==> src/rtl/alu_share_sched_pkg.sv <==
// Shared types and constants for the ALU sharing scheduler.
package alu_sched_pkg;

  // Scheduler FSM encoding; code 2'd3 is unused and recovers to IDLE.
  typedef enum logic [1:0] {
    ST_IDLE = 2'd0,
    ST_EXEC = 2'd1,
    ST_RESP = 2'd2
  } state_e;

  // ALU opcode width.
  localparam int OPW  = 3;

  // Completed-response counter width.
  localparam int CNTW = 16;

endpackage

==> src/rtl/alu_share_sched_rr_arbiter.sv <==
// Combinational round-robin arbiter: lowest requester index at or above ptr
// wins; if there is none, the search wraps to the lowest index overall.
module rr_arbiter #(
  parameter int NREQ = 4,
  parameter int PW   = $clog2(NREQ)
) (
  input  logic [NREQ-1:0] req,
  input  logic [PW-1:0]   ptr,
  output logic [NREQ-1:0] gnt,
  output logic [PW-1:0]   gnt_idx
);

  logic          hit_hi;
  logic          hit_any;
  logic [PW-1:0] idx_hi;
  logic [PW-1:0] idx_any;

  // Scan downward so the last hit is the lowest index: one pass over the
  // upper window [ptr, NREQ-1] and one over all requesters for the wrap case.
  always_comb begin
    hit_hi  = 1'b0;
    hit_any = 1'b0;
    idx_hi  = '0;
    idx_any = '0;
    for (int i = NREQ - 1; i >= 0; i--) begin
      if (req[i]) begin
        hit_any = 1'b1;
        idx_any = PW'(i);
        if (i >= int'(ptr)) begin
          hit_hi = 1'b1;
          idx_hi = PW'(i);
        end
      end
    end
    gnt_idx = hit_hi ? idx_hi : idx_any;
    gnt     = hit_any ? (NREQ'(1) << gnt_idx) : '0;
  end

endmodule

==> src/rtl/alu_share_sched.sv <==
// Round-robin scheduler that time-shares one external combinational ALU
// among NREQ requesters and returns each result with its requester index.
module alu_share_sched
  import alu_sched_pkg::*;
#(
  parameter int WIDTH = 8,
  parameter int NREQ  = 4,
  parameter int IDW   = 2
) (
  input  logic               clk,
  input  logic               rst,
  input  logic [NREQ-1:0]    req_valid,
  output logic [NREQ-1:0]    req_ready,
  input  logic [NREQ*WIDTH-1:0] req_a,
  input  logic [NREQ*WIDTH-1:0] req_b,
  input  logic [NREQ*OPW-1:0]   req_sel,
  output logic [WIDTH-1:0]   alu_a,
  output logic [WIDTH-1:0]   alu_b,
  output logic [OPW-1:0]     alu_sel,
  input  logic [WIDTH-1:0]   alu_out,
  output logic               rsp_valid,
  input  logic               rsp_ready,
  output logic [WIDTH-1:0]   rsp_data,
  output logic [IDW-1:0]     rsp_id,
  output logic               busy,
  output logic [CNTW-1:0]    op_cnt
);

  localparam int PW = $clog2(NREQ);

  state_e            state_q, state_d;
  logic [WIDTH-1:0]  alu_a_q, alu_a_d;
  logic [WIDTH-1:0]  alu_b_q, alu_b_d;
  logic [OPW-1:0]    alu_sel_q, alu_sel_d;
  logic [WIDTH-1:0]  rsp_data_q, rsp_data_d;
  logic [IDW-1:0]    rsp_id_q, rsp_id_d;
  logic              rsp_valid_q, rsp_valid_d;
  logic [CNTW-1:0]   op_cnt_q, op_cnt_d;
  logic [PW-1:0]     ptr_q, ptr_d;

  logic [NREQ-1:0]   gnt;
  logic [PW-1:0]     gnt_idx;
  logic [PW-1:0]     last_idx;
  logic [WIDTH-1:0]  mux_a;
  logic [WIDTH-1:0]  mux_b;
  logic [OPW-1:0]    mux_sel;
  logic              accept;

  rr_arbiter #(
    .NREQ (NREQ),
    .PW   (PW)
  ) u_arb (
    .req     (req_valid),
    .ptr     (ptr_q),
    .gnt     (gnt),
    .gnt_idx (gnt_idx)
  );

  // Grant is offered only in IDLE and is suppressed while reset is asserted,
  // so a requester never sees an accept that the FSM is about to discard.
  assign req_ready = (state_q == ST_IDLE && rst) ? gnt : '0;
  assign accept    = |req_ready;
  assign last_idx  = PW'(rsp_id_q);

  // Select the granted requester's operands (grant is one-hot or zero).
  always_comb begin
    mux_a   = '0;
    mux_b   = '0;
    mux_sel = '0;
    for (int i = 0; i < NREQ; i++) begin
      if (gnt[i]) begin
        mux_a   = req_a[i*WIDTH +: WIDTH];
        mux_b   = req_b[i*WIDTH +: WIDTH];
        mux_sel = req_sel[i*OPW +: OPW];
      end
    end
  end

  // FSM next-state and register updates: IDLE accepts, EXEC captures the
  // ALU result, RESP holds it until the consumer takes it.
  always_comb begin
    state_d     = state_q;
    alu_a_d     = alu_a_q;
    alu_b_d     = alu_b_q;
    alu_sel_d   = alu_sel_q;
    rsp_data_d  = rsp_data_q;
    rsp_id_d    = rsp_id_q;
    rsp_valid_d = rsp_valid_q;
    op_cnt_d    = op_cnt_q;
    ptr_d       = ptr_q;
    case (state_q)
      ST_IDLE: begin
        if (accept) begin
          alu_a_d   = mux_a;
          alu_b_d   = mux_b;
          alu_sel_d = mux_sel;
          rsp_id_d  = IDW'(gnt_idx);
          state_d   = ST_EXEC;
        end
      end
      ST_EXEC: begin
        rsp_data_d  = alu_out;
        rsp_valid_d = 1'b1;
        state_d     = ST_RESP;
      end
      ST_RESP: begin
        if (rsp_ready) begin
          rsp_valid_d = 1'b0;
          op_cnt_d    = op_cnt_q + CNTW'(1);
          // Requester just served drops to lowest priority.
          ptr_d       = (last_idx == PW'(NREQ - 1)) ? '0 : last_idx + PW'(1);
          state_d     = ST_IDLE;
        end
      end
      default: begin
        rsp_valid_d = 1'b0;
        state_d     = ST_IDLE;
      end
    endcase
  end

  // State registers with synchronous active-low reset.
  always_ff @(posedge clk) begin
    if (!rst) begin
      state_q     <= ST_IDLE;
      alu_a_q     <= '0;
      alu_b_q     <= '0;
      alu_sel_q   <= '0;
      rsp_data_q  <= '0;
      rsp_id_q    <= '0;
      rsp_valid_q <= 1'b0;
      op_cnt_q    <= '0;
      ptr_q       <= '0;
    end else begin
      state_q     <= state_d;
      alu_a_q     <= alu_a_d;
      alu_b_q     <= alu_b_d;
      alu_sel_q   <= alu_sel_d;
      rsp_data_q  <= rsp_data_d;
      rsp_id_q    <= rsp_id_d;
      rsp_valid_q <= rsp_valid_d;
      op_cnt_q    <= op_cnt_d;
      ptr_q       <= ptr_d;
    end
  end

  assign alu_a     = alu_a_q;
  assign alu_b     = alu_b_q;
  assign alu_sel   = alu_sel_q;
  assign rsp_valid = rsp_valid_q;
  assign rsp_data  = rsp_data_q;
  assign rsp_id    = rsp_id_q;
  assign op_cnt    = op_cnt_q;
  assign busy      = (state_q != ST_IDLE);

endmodule

==> config.mk <==
export PLATFORM = sky130hd
export DESIGN_NAME = alu_share_sched
export DESIGN_NICKNAME = d
export VERILOG_FILES = /design/src/rtl/alu_share_sched_pkg.sv /design/src/rtl/alu_share_sched_rr_arbiter.sv /design/src/rtl/alu_share_sched.sv
export SDC_FILE = /design/constraint.sdc
export NUM_CORES = 1
export LEC_CHECK = 0
export ABC_AREA = 0
export CAP_MARGIN = 20
export CORE_ASPECT_RATIO = 1.25
export CORE_MARGIN = 3
export CORE_UTILIZATION = 38
export CTS_CLUSTER_DIAMETER = 30
export DETAILED_ROUTE_END_ITERATION = 10
export PLACE_DENSITY_LB_ADDON = 0.2
export SYNTH_ARGS = -nofsm -noshare
export SYNTH_HDL_FRONTEND = slang
export SYNTH_SLANG_ARGS = --single-unit
export TNS_END_PERCENT = 50
==> constraint.sdc <==
create_clock -name clk -period 2 [get_ports clk]
set_input_delay 0.3 -clock clk [delete_from_list [all_inputs] [get_ports clk]]
set_output_delay 0.3 -clock clk [all_outputs]
set_load 0.005 [all_outputs]
==> run_results.csv <==
group,metric,value,unit
power,ir_drop,0.429,mV
synth,synth_edf_count,0,
synth,synthArstFlopShare,0,%
layout,nets,544,
grt,grt_usage,22.5,%
synth,synthTopCellsByArea,"dfxtp_1 (41%), a21oi_1 (13%), a222oi_1 (6.5%), nand2_1 (4.4%), nor2_1 (3.2%)",
sta,finalWorstSetupSlack,0.111,ns
clock_tree,hold_buffers,0,
hold_path,min_path_type,"reg2reg",
flow_run,cap_violations,0,
drt,drt_wl_total,8.65,mm
worst_setup_path,slowest_delay,0.38,ns
placed_design,dpl.hpwl,6.50,mm
layout,ff_latch_area,1000,um^2
layout,final_common_cell,"clkdlybuf4s50_1",
placed_design,numPortBuffers,141,
drt,antenna_left,0,
worst_setup_path,r2r_cells,6,
synth,synth_fp_nets,391,
floorplan,ios,142,
synth,synth_top_area_share,40.7,%
worst_setup_path,crit_chain,"and2b_1 -> o32a_1 -> nor3_2 -> buf_2",
grt,first_global_vias,2729,
drt,drt_pass1_iterations,4,
synth,yosys_warnings,0,
clock_tree,cts-buffers-inserted,5,
floorplan,die_y,96.0,um
layout,utilization,67.7,%
drt,wl_per_cell,16.1,um
drt,drc_errors,0,
sta,fmax,529,MHz
placed_design,routabilityCongestion,0.802,
layout,most-common-layout-cells,"clkdlybuf4s50_1 (133), a21oi_1 (64), dfxtp_1 (49)",
placed_design,placed_area,4080,um^2
grt,grt_antenna_before_repair,0,
synth,yosys_most_used_dff,"dfxtp_1",
layout,final_cell_area,4230,um^2
clock_tree,clk_latency,0.30,ns
layout,drive_gt1_share,11.1,%
floorplan,die_area,7480,um^2
floorplan,initial_core_util,39.4,%
layout,area_delta_synth_final,71.7,%
grt,overflow,0,
worst_setup_path,crit_start,"ptr_q[0]",
synth,yosysUniqueCellTypes,46,
sta,tightest_slew,0.363,ns
worst_setup_path,cp_max_fo,4,
drt,drtIter0Drc,149,
grt,grt_pass1_wl,13.5,mm
grt,grt_max_degree,23,
run_status,status,"finished, final reports clean",
synth,syn_inst,298,
clock_tree,cts_tree,"done",
sta,rsz0062_at_grt,"false",
layout,multiInputGateArea,1310,um^2
synth,syn_area,2460,um^2
synth,synth_top_area_cell,"dfxtp_1",
worst_setup_path,critPathLaunchType,"flop",
floorplan,die_w,78.0,um
sta,finalHoldViolations,0,
floorplan,row_count,32,
sta,maxSlewViolCount,0,
hold_path,whs_path_depth,2,
clock_tree,cts_root_buffer,"clkbuf_8",
sta,finClkSkew,0.00226,ns
power,p_leak,0.00163,uW
placed_design,post-place-ws,-0.501,ns
sta,finalSetupViolCount,0,
drt,vias,2840,
clock_tree,path_clk_slew,0.09,ns
worst_setup_path,worstPathRequired,1.70,ns
sta,slew_headroom,75.8,%
sta,period_share,94.4,%
sta,finalSetupTns,0,ns
worst_setup_path,reg2reg_slack,0.19,ns
power,power.density,623,nW/um^2
clock_tree,h-tree-depth,2,
layout,fillers,543,
worst_setup_path,slowest_stage,"dfxtp_1",
synth,synth_seq_cells,50,
worst_setup_path,critPathCaptureType,"output port",
worst_setup_path,cp.arrival,1.59,ns
synth,ys_seq_area_share,40.7,%
layout,diodes,0,
sta,fin_crit,1.89,ns
hold_path,hold_path_startpoint,"rsp_data[4]",
sta,hold_ws,0.456,ns
clock_tree,clock-sinks,50,
worst_setup_path,path_class,"reg2out",
floorplan,coreArea,6250,um^2
worst_setup_path,r2r_start,"state_q[1]",
synth,syn_area_per_cell,8.26,um^2
clock_tree,clockBufferDepth,2,
drt,viasPerCell,5.30,
[synth_stat cells (3+ instances only)]
cell	n
a21oi_1	64
dfxtp_1	50
nand2_1	29
nor2_1	21
a222oi_1	16
buf_2	10
nor3_1	9
xnor2_1	9
clkbuf_1	8
nand3_1	7
inv_1	6
o21ai_0	6
and3_1	4
buf_6	4
or3_1	4
xor2_1	4
a221oi_1	3
and2b_1	3
buf_4	3
nor2b_1	3
nor4_1	3
[cell type report]
cell class,count,share of cell area (%)
clock inverter,1,0.710
timing repair buffer,171,39.4
tap,85,2.52
clock buffer,6,1.95
sequential,50,23.7
multi-input combinational,216,31.1
inverter,7,0.681
[metal layers]
layer	share of wire, %	up-vias	global-route usage, %	wire (um)
li1	-	1393	-	-
met1	40	1328	25.4	3450
met2	50	111	41.0	4360
met3	8.6	8	7.12	745
met4	1.2	0	6.12	100
met5	0	-	0	0
[worst max-delay path, delay by kind of cell (launching register included)]
| family | cells | cell delay, ns |
|---|---|---|
| flip-flops | 1 | 0.38 |
| AND/OR/NAND/NOR | 2 | 0.38 |
| AO/OA/AOI/OAI | 1 | 0.37 |
| buffers and inverters | 1 | 0.15 |
[what timing repair did]
item                                    in CTS  in global routing
buffers inserted                             2                  0
pin swaps                                    3                  1
resized for setup                           15                  8
endpoints found under the setup margin       4                 23
endpoints found under the hold margin        0                  0
[metrics by stage]
stage,instances,power [uW]
after floorplan,298,1440
after global placement,527,1890
after detailed placement,527,1910
after CTS,536,2650
after global routing,536,2760
final,536,2630
[final timing paths]
path	to
worst min register to register	rsp_data[4]
worst max register to register	alu_b[2]
worst min-delay path	rsp_data[4]
worst max-delay path	req_ready[0]
[sequential cells by signal (all words and copies together) (netlist names)]
name and flops:
rsp_valid 1, state_q 2, alu_sel 3, op_cnt 16, alu_a 8, rsp_data 8, alu_b 8, ptr_q 2
rsp_id 2
[power breakdown]
group | internal, uW | switching (uW)
sequential | 1090 | 48.9
clock | 401 | 342
combinational | 461 | 291
[logic make-up (layout without fill, tap and decap cells)]
| family | Yosys count | after routing | share of synthesized area (%) |
|---|---|---|---|
| compound gates | 106 | 106 | 27.6 |
| simple gates | 95 | 95 | 19.1 |
| buf+inv | 32 | 185 | 7.07 |
| xor+xnor | 13 | 13 | 4.63 |
| fa+ha+maj | 2 | 2 | 1.02 |
| flops | 50 | 50 | 40.7 |
No activity file was read; power rests on OpenSTA's default activity.
